<file path="config.mk">
export PLATFORM = sky130hd
export DESIGN_NAME = mem_port_arbiter
export DESIGN_NICKNAME = d
export VERILOG_FILES = /design/src/rtl/mem_port_arbiter_pkg.sv /design/src/rtl/mem_port_arbiter_rr_pick.sv /design/src/rtl/mem_port_arbiter.sv
export SDC_FILE = /design/constraint.sdc
export NUM_CORES = 1
export LEC_CHECK = 0
export BUFFER_PORTS_ARGS = -buffer_cell sky130_fd_sc_hd__buf_2
export CORE_MARGIN = 8
export CORE_UTILIZATION = 50
export CTS_BUF_LIST = sky130_fd_sc_hd__clkbuf_2
export DETAILED_ROUTE_END_ITERATION = 12
export PLACE_DENSITY = 0.91
export SYNTH_ARGS = -nofsm -noshare
export SYNTH_HDL_FRONTEND = slang
export SYNTH_SLANG_ARGS = --single-unit
export TNS_END_PERCENT = 10
</file>
<file path="constraint.sdc">
create_clock -name clk -period 4.5 [get_ports clk]
set_clock_uncertainty 0.2 [all_clocks]
set_input_delay 0.45 -clock clk [delete_from_list [all_inputs] [get_ports clk]]
set_output_delay 0.45 -clock clk [all_outputs]
set_load 0.05 [all_outputs]
</file>
<file path="src/rtl/mem_port_arbiter_pkg.sv">
// Shared types and default sizes for the video-memory A-port arbiter.
// Latency: n/a (declarations only).
// Backpressure: n/a.
//
// The command register in the arbiter is an arb_cmd_t, so the arbiter's DATA,
// ADDR and NREQ parameters are expected to match the defaults below; change
// them here when the port geometry changes.
package mem_arb_pkg;

  localparam int DEF_NREQ     = 4;   // requesters sharing the A-port
  localparam int DEF_DATA     = 8;   // memory data width
  localparam int DEF_ADDR     = 16;  // memory address width
  localparam int DEF_LOCK_MAX = 4;   // consecutive locked grants before rotation

  localparam int IDX_W = $clog2(DEF_NREQ);

  // Lock counter is wide enough for any LOCK_MAX up to 15.
  localparam int CNT_W = 4;

  // One memory command as it sits in the A-port register stage.
  typedef struct packed {
    logic [DEF_ADDR-1:0] addr;
    logic [DEF_DATA-1:0] wdata;
    logic                we;
    logic                re;
    logic [IDX_W-1:0]    src;   // requester that issued the command
  } arb_cmd_t;

endpackage

</file>
<file path="src/rtl/mem_port_arbiter_rr_pick.sv">
// Round-robin picker: first requesting index at or after the pointer, modulo NREQ.
// Latency: combinational.
// Backpressure: none; the caller gates the grant with its own enable.
//
// Ports: i_req  request vector
//        i_ptr  index where the search starts
//        o_gnt  one-hot winner (all zero when nobody requests)
//        o_idx  binary winner index (0 when nobody requests)
module rr_pick #(
  parameter int NREQ = 4,
  parameter int IW   = $clog2(NREQ)
) (
  input  logic [NREQ-1:0] i_req,
  input  logic [IW-1:0]   i_ptr,
  output logic [NREQ-1:0] o_gnt,
  output logic [IW-1:0]   o_idx
);

  logic [IW:0] w_pos;
  logic        w_found;

  // Walk NREQ positions starting at the pointer; the one extra bit in w_pos
  // absorbs the carry so the wrap can be done with a single subtract.
  always_comb begin
    o_gnt   = '0;
    o_idx   = '0;
    w_found = 1'b0;
    w_pos   = '0;
    for (int k = 0; k < NREQ; k++) begin
      w_pos = {1'b0, i_ptr} + (IW+1)'(k);
      if (w_pos >= (IW+1)'(NREQ)) begin
        w_pos = w_pos - (IW+1)'(NREQ);
      end
      if (!w_found && i_req[w_pos[IW-1:0]]) begin
        w_found              = 1'b1;
        o_gnt[w_pos[IW-1:0]] = 1'b1;
        o_idx                = w_pos[IW-1:0];
      end
    end
  end

endmodule

</file>
<file path="src/rtl/mem_port_arbiter.sv">
// Round-robin arbiter sharing the video-memory A-port among NREQ requesters.
// Latency: command on the port 1 cycle after acceptance, read data 2 cycles after.
// Backpressure: valid/grant; a requester holds its request until gnt, one grant per cycle.
//
// Ports: clk/rst_L      A-port clock, asynchronous active-low reset
//        en             0 blocks new grants; in-flight commands still finish
//        req/lock/we    per-requester valid, priority retention, write select
//        addr/wdata     per-requester command payload
//        gnt            combinational one-hot acceptance
//        rvalid/rdata   one-hot read return and shared registered read data
//        mem_*          A-port command outputs and read data input
module mem_port_arbiter
  import mem_arb_pkg::*;
#(
  parameter int NREQ     = DEF_NREQ,
  parameter int DATA     = DEF_DATA,
  parameter int ADDR     = DEF_ADDR,
  parameter int LOCK_MAX = DEF_LOCK_MAX
) (
  input  logic                      clk,
  input  logic                      rst_L,
  input  logic                      en,
  input  logic [NREQ-1:0]           req,
  input  logic [NREQ-1:0]           lock,
  input  logic [NREQ-1:0]           we,
  input  logic [NREQ-1:0][ADDR-1:0] addr,
  input  logic [NREQ-1:0][DATA-1:0] wdata,
  output logic [NREQ-1:0]           gnt,
  output logic [NREQ-1:0]           rvalid,
  output logic [DATA-1:0]           rdata,
  output logic [ADDR-1:0]           mem_addr,
  output logic [DATA-1:0]           mem_wdata,
  output logic                      mem_we,
  output logic                      mem_re,
  input  logic [DATA-1:0]           mem_rdata
);

  localparam int IW = $clog2(NREQ);

  // Arbitration state
  logic [IW-1:0]    r_ptr;
  logic [CNT_W-1:0] r_cnt;

  // A-port command stage and read-return stage
  arb_cmd_t         r_cmd;
  logic [NREQ-1:0]  r_rvalid;
  logic [DATA-1:0]  r_rdata;

  logic [NREQ-1:0]  w_pick_gnt;
  logic [IW-1:0]    w_pick_idx;
  logic             w_acc;
  logic [CNT_W-1:0] w_cnt_eff;
  logic             w_keep;
  logic [IW-1:0]    w_ptr_inc;

  rr_pick #(
    .NREQ (NREQ),
    .IW   (IW)
  ) u_pick (
    .i_req (req),
    .i_ptr (r_ptr),
    .o_gnt (w_pick_gnt),
    .o_idx (w_pick_idx)
  );

  // Grant is held off during reset as well as when arbitration is disabled.
  assign gnt   = (en && rst_L) ? w_pick_gnt : '0;
  assign w_acc = |gnt;

  // The lock run only continues while the pointer's owner keeps requesting.
  // If it dropped req, the search starts past it, the winner is someone else,
  // and the run length restarts from zero.
  assign w_cnt_eff = req[r_ptr] ? r_cnt : '0;
  assign w_keep    = lock[w_pick_idx] && (w_cnt_eff < CNT_W'(LOCK_MAX - 1));
  assign w_ptr_inc = (w_pick_idx == IW'(NREQ - 1)) ? '0 : w_pick_idx + 1'b1;

  // Pointer / lock counter; frozen entirely while en=0.
  always_ff @(posedge clk or negedge rst_L) begin
    if (!rst_L) begin
      r_ptr <= '0;
      r_cnt <= '0;
    end else if (en) begin
      if (w_acc) begin
        if (w_keep) begin
          r_ptr <= w_pick_idx;
          r_cnt <= w_cnt_eff + 1'b1;
        end else begin
          r_ptr <= w_ptr_inc;
          r_cnt <= '0;
        end
      end else begin
        r_cnt <= w_cnt_eff;
      end
    end
  end

  // Command stage: address/data hold across idle cycles, strobes drop.
  always_ff @(posedge clk or negedge rst_L) begin
    if (!rst_L) begin
      r_cmd <= '0;
    end else if (w_acc) begin
      r_cmd.addr  <= addr[w_pick_idx];
      r_cmd.wdata <= wdata[w_pick_idx];
      r_cmd.we    <= we[w_pick_idx];
      r_cmd.re    <= ~we[w_pick_idx];
      r_cmd.src   <= w_pick_idx;
    end else begin
      r_cmd.we <= 1'b0;
      r_cmd.re <= 1'b0;
    end
  end

  // Read return: mem_rdata is only meaningful while a read is on the port,
  // so it is captured then and rdata holds otherwise.
  always_ff @(posedge clk or negedge rst_L) begin
    if (!rst_L) begin
      r_rvalid <= '0;
      r_rdata  <= '0;
    end else if (r_cmd.re) begin
      r_rvalid <= NREQ'(1) << r_cmd.src;
      r_rdata  <= mem_rdata;
    end else begin
      r_rvalid <= '0;
    end
  end

  assign mem_addr  = r_cmd.addr;
  assign mem_wdata = r_cmd.wdata;
  assign mem_we    = r_cmd.we;
  assign mem_re    = r_cmd.re;
  assign rvalid    = r_rvalid;
  assign rdata     = r_rdata;

endmodule

</file>
==> results of run 1 <==
==> power groups by stage <==
stage | logic, W | registers (W) | clock network, W
final | 0.00294 | 0.000719 | 0.000283
after global routing | 0.00318 | 0.000745 | 0.000306
after CTS | 0.00296 | 0.000721 | 0.000290
after detailed placement | 0.00296 | 0.000732 | 0
after global placement | 0.00287 | 0.000719 | 0
after floorplan | 0.00252 | 0.000872 | 0
==> logic make-up (layout without fill, tap and decap cells) <==
family,after synthesis,after routing
compound gates,54,54
fa+ha+maj,8,8
buf+inv,61,185
flops,46,46
mux,67,67
other cells,0,1
simple gates,148,148
==> sequential cells by signal, summed over array words and instances (netlist names) <==
name,count
mem_addr,16
mem_re,1
mem_wdata,8
mem_we,1
r_cmd,2
r_cnt,4
r_ptr,2
rdata,8
rvalid,4
==> layer usage <==
metal / track usage [%] / wire length, um / part of all wire, % / vias up
li1: - / - / - / 1566
met1: 21.5 / 3910 / 38 / 1538
met2: 34.0 / 5330 / 52 / 131
met3: 4.22 / 746 / 7.3 / 19
met4: 7.45 / 219 / 2.1 / 0
met5: 0 / 0 / 0 / -
==> per-stage QoR <==
step | utilization [%] | setup slack [ns] | hold slack [ns] | area (sq um) | total power [W]
2_1_floorplan | - | 1.17 | -0.0456 | 3690 | 0.00339
3_3_place_gp | 59.4 | 0.797 | 0.262 | 4280 | 0.00359
3_5_place_dp | 59.4 | 0.653 | 0.266 | 4280 | 0.00369
4_1_cts | 60.7 | 0.467 | 0.00907 | 4380 | 0.00397
5_1_grt | 60.7 | 0.236 | 0.00171 | 4380 | 0.00423
6_report | 60.8 | 0.468 | 0.0308 | 4380 | 0.00395
==> repair_timing <==
action,4_1_cts,5_1_grt
buffers inserted,0,0
endpoints found under the hold margin,46,0
gates resized for setup,0,0
hold buffers,1,0
==> Yosys cell counts (all sizes together) <==
cell    count
nor4b       1
nor4        1
o22ai       1
a211o       2
mux2i       5
nand2      41
nor3b       5
nand4       6
o21bai      1
a41o        1
nand3       9
a41oi       1
and3b       2
nand3b      1
a31oi       2
and3        3
nand2b      5
nor2b       4
and2        8
o221ai      1
clkbuf      3
dfrtp      46
or2         1
mux4        2
a32oi       1
mux2       60
inv        10
a31o        1
and4        1
nor3        6
a311oi      1
a21bo       1
a21oi       8
o21ai       4
buf        48
nor2       54
o31ai      24
ha          8
a211oi      5
==> how the worst min path moves through the flow <==
stage                      start     endpoint  cells after the start
global placement     mem_addr[9]  mem_addr[9]                      2
global route        mem_rdata[6]     rdata[6]                      2
detailed placement   mem_addr[8]  mem_addr[8]                      2
CTS                 mem_rdata[6]     rdata[6]                      2
floorplan                  rst_L  mem_addr[0]                      0
finish              mem_rdata[6]     rdata[6]                      2
==> area by class of cell <==
cell class | count | share of cell area, %
clock buffer | 5 | 0.571
multi-input combinational | 277 | 48.2
clock inverter | 3 | 1.46
timing repair buffer | 167 | 19.8
inverter | 10 | 0.856
tap | 99 | 2.83
sequential | 46 | 26.3
antenna | 1 | 0.0571
==> implementation parameters, run 1 <==
Parameter                              Value

CTS
  CTS tree    yes
  CTS HTree Levels    2
  Clock buffer depth    2
  Total clock sinks    46
  Number of buffers created by CTS    5
  Buffer type at the clock tree root    clkbuf_2
  Clk Latency, worst-skew pair    0.43 ns
  Clock edge transition at the registers on the reported setup and hold paths    0.25 ns

Yosys
  Area share of the largest cell type after synthesis    31.2%
  Gate count of the mapped netlist    384
  Net count of the mapped netlist    511
  Synth area leader    dfrtp_1
  Top area cells in the synthesized netlist    dfrtp_1 31%, mux2_2 11%, o31ai_2 8.1%, mux2_1 7.3%, buf_4 5.7%
  Area share of xor/xnor cells in the synthesized design    0%
  Multiplexer share of the synthesized area    about a fifth
  Portion of the post-synthesis area used by sequential elements    31.2%
  Post-synthesis cell area    0.00369 sq mm
  Adder-cell share of the synthesized area    2.71%
  Post-synth cell types    49
  Dominant combinational cell family by area after synthesis    multiplexers
  Post-synthesis simple-gate area fraction    between 10% and 20%
  Avg Inst Size Synth    9.61 sq um
  Flip-flop and latch count after synthesis    46
  Compound-gate portion of the synthesized area    14.5%
  Count of yosys warnings during synthesis    0

Layout
  FF+latch area    roughly 0.0012 sq mm
  Synth-to-layout area growth    18.8%
  Count of filler cells inserted in the layout    649
  Post-Layout Cell Count    608
  Number of nets in the finished design    634
  Combined area of the multi-input logic cells    0.00211 sq mm
  Fraction of final layout cells sized beyond drive strength 1    between 40% and 50%
  Most frequent cells in the layout    160 x buf_2, 54 x nor2_1, 46 x dfrtp_1, 40 x nand2_1, 36 x mux2_2
  Most common cell after layout, fill and taps aside    buf_2

Worst setup path
  Start-to-end type of the worst setup path    register to primary output
  Cell with the most instances on the worst path    inv_1
  Crit path max-delay family    compound AO/OA/AOI/OAI gates
  Worst path depth    8
  Largest stage delay on the critical path    between 0.6 and 0.7 ns
  List of cells traversed by the critical path    inv_1 > ha_1 > mux2_2 > a32oi_2 > nor3_1 > a211oi_1 > inv_1 > buf_2
  Register-to-Register Setup Slack    ~0.55 ns
  Crit-path slowest cell    dfrtp_1
  Critical register-to-register path startpoint    r_ptr[1]
  Biggest fanout along the worst timing path    14
  Endpoint of the most critical setup path    gnt[1]
  End of the worst register-to-register path    r_cnt[0]
  Crit end category    primary output
  Worst Reg-to-Reg Cells    10
  Critical Path Start    r_ptr[1]
  Worst Path Arrival    between 3 and 4 ns
  Setup crit start kind    register
  Worst EP required    3.85 ns
  Buffers and inverters on the worst path    3

Power
  Maximum VDD drop    ~0.42 mV
  Power per standard cell area    900 mW/mm^2
  Switching share of power    between 50% and 60%
  Leakage power of the design    roughly 2.2 nW
  Sequential cell fraction of total power    18.2%
  Cell-internal power    about 0.0018 W
  Comb pwr share    roughly 75%
  Clock network fraction of total power    a little over 7%
  Net switching component of the power    0.00214 W

Die
  Initial core utilization    51.1%
  Std cell rows    31
  X dimension of the die    102 um
  Die Height    about 100 um
  Total Die Area    around 0.010 sq mm
  Top-level I/O count    roughly 160
  Area of the core region    0.00721 sq mm

Timing
  Measured slew at the worst slew-check pin    0.717 ns
  Final Cycle Share    89.6%
  Final count of hold timing violations    0
  Max_slew headroom    52.2%
  Number of endpoints failing setup at the final stage    0
  TNS Setup    0 ns
  Final worst path period need    between 4 and 5 ns
  Slew Viols, Final    0
  Setup repair after global routing missed its margin    no
  Max Clk Rate    roughly 250 MHz

Route
  Antenna-violating nets left    0
  Vias per cell    5.35
  Count of routing violations after the opening detailed-route iteration    169
  Drt total wl    10200 um
  Via count    3254
  DR DRC count    0
  First-pass iteration count of the detailed router    4
  Avg WL per Cell    between 15 and 20 um

GRT
  Largest net degree at the start of global routing    54
  Number of antenna violations at the first check in global routing    0
  Number of global-route vias before repair    around 3400
  Overflow after GRT    0
  Wire length of the first global-routing pass    16100 um
  Overall fraction of global-route tracks in use    around a fifth

Place
  Estimated wirelength of the detail-placed design    ~8100 um
  Placed cell count    598
  Number of input and output port buffers inserted    160
  Routability cong.    between 0.8 and 0.9

Job
  Number of maximum-capacitance constraint violations    0

Worst hold path
  Path type of the worst min-delay path    primary input to register

Outcome
  Outcome    completed
Power figures use the tool's default switching activity.
==> run 2: changes to the inputs <==
- PLACE_DENSITY: 0.91 -> unset
- PLACE_DENSITY_LB_ADDON: unset -> 0.12
==> run 2 against run 1 <==
Via count fell by 4.1%. Final area fell by 1.2%. Register-to-register slack improved by 0.18 ns. Clock-buffer cell count rose by 1. First-iteration DRC count fell by 38%.
==> implementation parameters, run 2 (same netlist as run 1, synthesis figures left out) <==
Parameter                              Value

Timing
  Number of endpoints failing setup at the final stage    0
  Final worst path period need    3.91 ns
  Max_slew headroom    60.0%
  Measured slew at the worst slew-check pin    0.600 ns
  Slew Viols, Final    0
  TNS Setup    0 ns
  Max Clk Rate    around 260 MHz
  Final count of hold timing violations    0
  Setup repair after global routing missed its margin    no
  Worst hold slack after final layout    around 0.08 ns
  Final Cycle Share    86.8%

Route
  Antenna-violating nets left    0
  Avg WL per Cell    15.7 um
  Count of routing violations after the opening detailed-route iteration    105
  Drt total wl    about 9500 um
  First-pass iteration count of the detailed router    4
  Vias per cell    around 5.1
  Via count    about 3100
  DR DRC count    0

CTS
  CTS HTree Levels    2
  Total clock sinks    46
  CTS tree    yes
  Clk Latency, worst-skew pair    around 0.38 ns
  Clock edge transition at the registers on the reported setup and hold paths    between 0.2 and 0.25 ns
  Buffer type at the clock tree root    clkbuf_2
  Clock buffer depth    2
  Setup Fix Bufs, Post-CTS    0
  Number of buffers created by CTS    5

GRT
  Global-route met3 utilization    about 3.5%
  Global routing met2 resource utilization    between 20 and 30%
  Overall fraction of global-route tracks in use    17.5%
  Wire length of the first global-routing pass    14800 um
  Largest net degree at the start of global routing    59
  Number of antenna violations at the first check in global routing    0
  Busiest layer in global routing    met2
  Number of global-route vias before repair    ~3100
  Overflow after GRT    0
  Met1 global-route usage    22.0%

Worst setup path
  Biggest fanout along the worst timing path    14
  Start-to-end type of the worst setup path    register to primary output
  Register-to-Register Setup Slack    0.73 ns
  Worst Reg-to-Reg Cells    10
  Worst Path Arrival    about 3.3 ns
  Worst EP required    3.85 ns
  Critical register-to-register path startpoint    r_ptr[1]
  End of the worst register-to-register path    r_ptr[0]
  Crit end category    primary output
  Crit path max-delay family    compound AO/OA/AOI/OAI gates
  List of cells traversed by the critical path    inv_1 > ha_1 > mux2_2 > a32oi_2 > nor3_1 > a211oi_1 > inv_1 > buf_2
  Buffers and inverters on the worst path    3
  Setup crit start kind    register
  Cell with the most instances on the worst path    inv_1
  Largest stage delay on the critical path    0.64 ns
  Crit-path slowest cell    dfrtp_1

Place
  Placed cell count    ~600
  Routability cong.    between 0.9 and 1
  Dpl cell area    around 0.0043 sq mm
  Estimated wirelength of the detail-placed design    7510 um
  Number of input and output port buffers inserted    160

Die
  Std cell rows    31
  Initial core utilization    51.1%
  Die Height    102 um
  Area of the core region    0.00721 sq mm
  Total Die Area    0.0104 sq mm
  X dimension of the die    approximately 100 um
  Top-level I/O count    161

Layout
  Final Instance Area    about 0.0043 sq mm
  Synth-to-layout area growth    17.4%
  Combined area of the multi-input logic cells    0.00211 sq mm
  Number of nets in the finished design    634
  FF+latch area    roughly 0.0012 sq mm
  Post-Layout Cell Count    606
  Most frequent cells in the layout    160 x buf_2, 54 x nor2_1, 46 x dfrtp_1, 40 x nand2_1, 36 x mux2_2
  Number of flip-flops in the largest register    16
  Fraction of final layout cells sized beyond drive strength 1    about 48%
  Most common cell after layout, fill and taps aside    buf_2
  Diode insertion count for antenna repair    0
  Count of filler cells inserted in the layout    between 600 and 700

Power
  Leakage power of the design    2.18 nW
  Maximum VDD drop    0.393 mV
  Power per standard cell area    between 800 and 900 mW/mm^2

Outcome
  Outcome    completed

Worst hold path
  Worst hold path depth    2
  Path type of the worst min-delay path    primary input to register
  Hold EP    rdata[5]
  Launch instance of the worst min-delay path    mem_rdata[5]

Job
  Number of maximum-capacitance constraint violations    0
==> run 2: final cells by class <==
| class | instances | share of cell area (%) |
|---|---|---|
| timing repair buffer | 167 | 20.1 |
| tap | 99 | 2.86 |
| clock buffer | 6 | 0.693 |
| clock inverter | 1 | 0.173 |
| inverter | 10 | 0.867 |
| sequential | 46 | 26.6 |
| multi-input combinational | 277 | 48.8 |
==> run 2: power by group <==
group          switching, W  internal (W)
logic               0.00185       0.00105
clock network      0.000123     0.0000377
registers          0.000113      0.000607
==> run 2: worst max-delay path by stage <==
stage,startpoint,to,cells after the start
finish,r_ptr[1],gnt[1],8
detailed placement,r_ptr[1],r_ptr[0],10
global placement,r_ptr[1],r_ptr[0],10
global route,r_ptr[1],gnt[1],8
CTS,r_ptr[1],gnt[1],8
floorplan,r_ptr[1],mem_addr[0],14
==> run 2: repair_timing <==
item	in CTS	in global routing
hold endpoints to repair	46	0
hold buffers	1	0
gates resized for setup	0	0
==> run 2: routing by layer <==
layer | vias up | share of wire (%)
met5 | - | 0
met2 | 113 | 50
met1 | 1443 | 41
met3 | 8 | 7.6
met4 | 0 | 1.1
li1 | 1555 | -
==> run 2: through the flow <==
step	util, %	power, W	setup slack (ns)
after CTS	60.0	0.00383	0.566
final	60.0	0.00378	0.593
after global placement	59.4	0.00360	0.928
after global routing	60.0	0.00407	0.316
after detailed placement	59.4	0.00366	0.778
after floorplan	-	0.00339	1.17
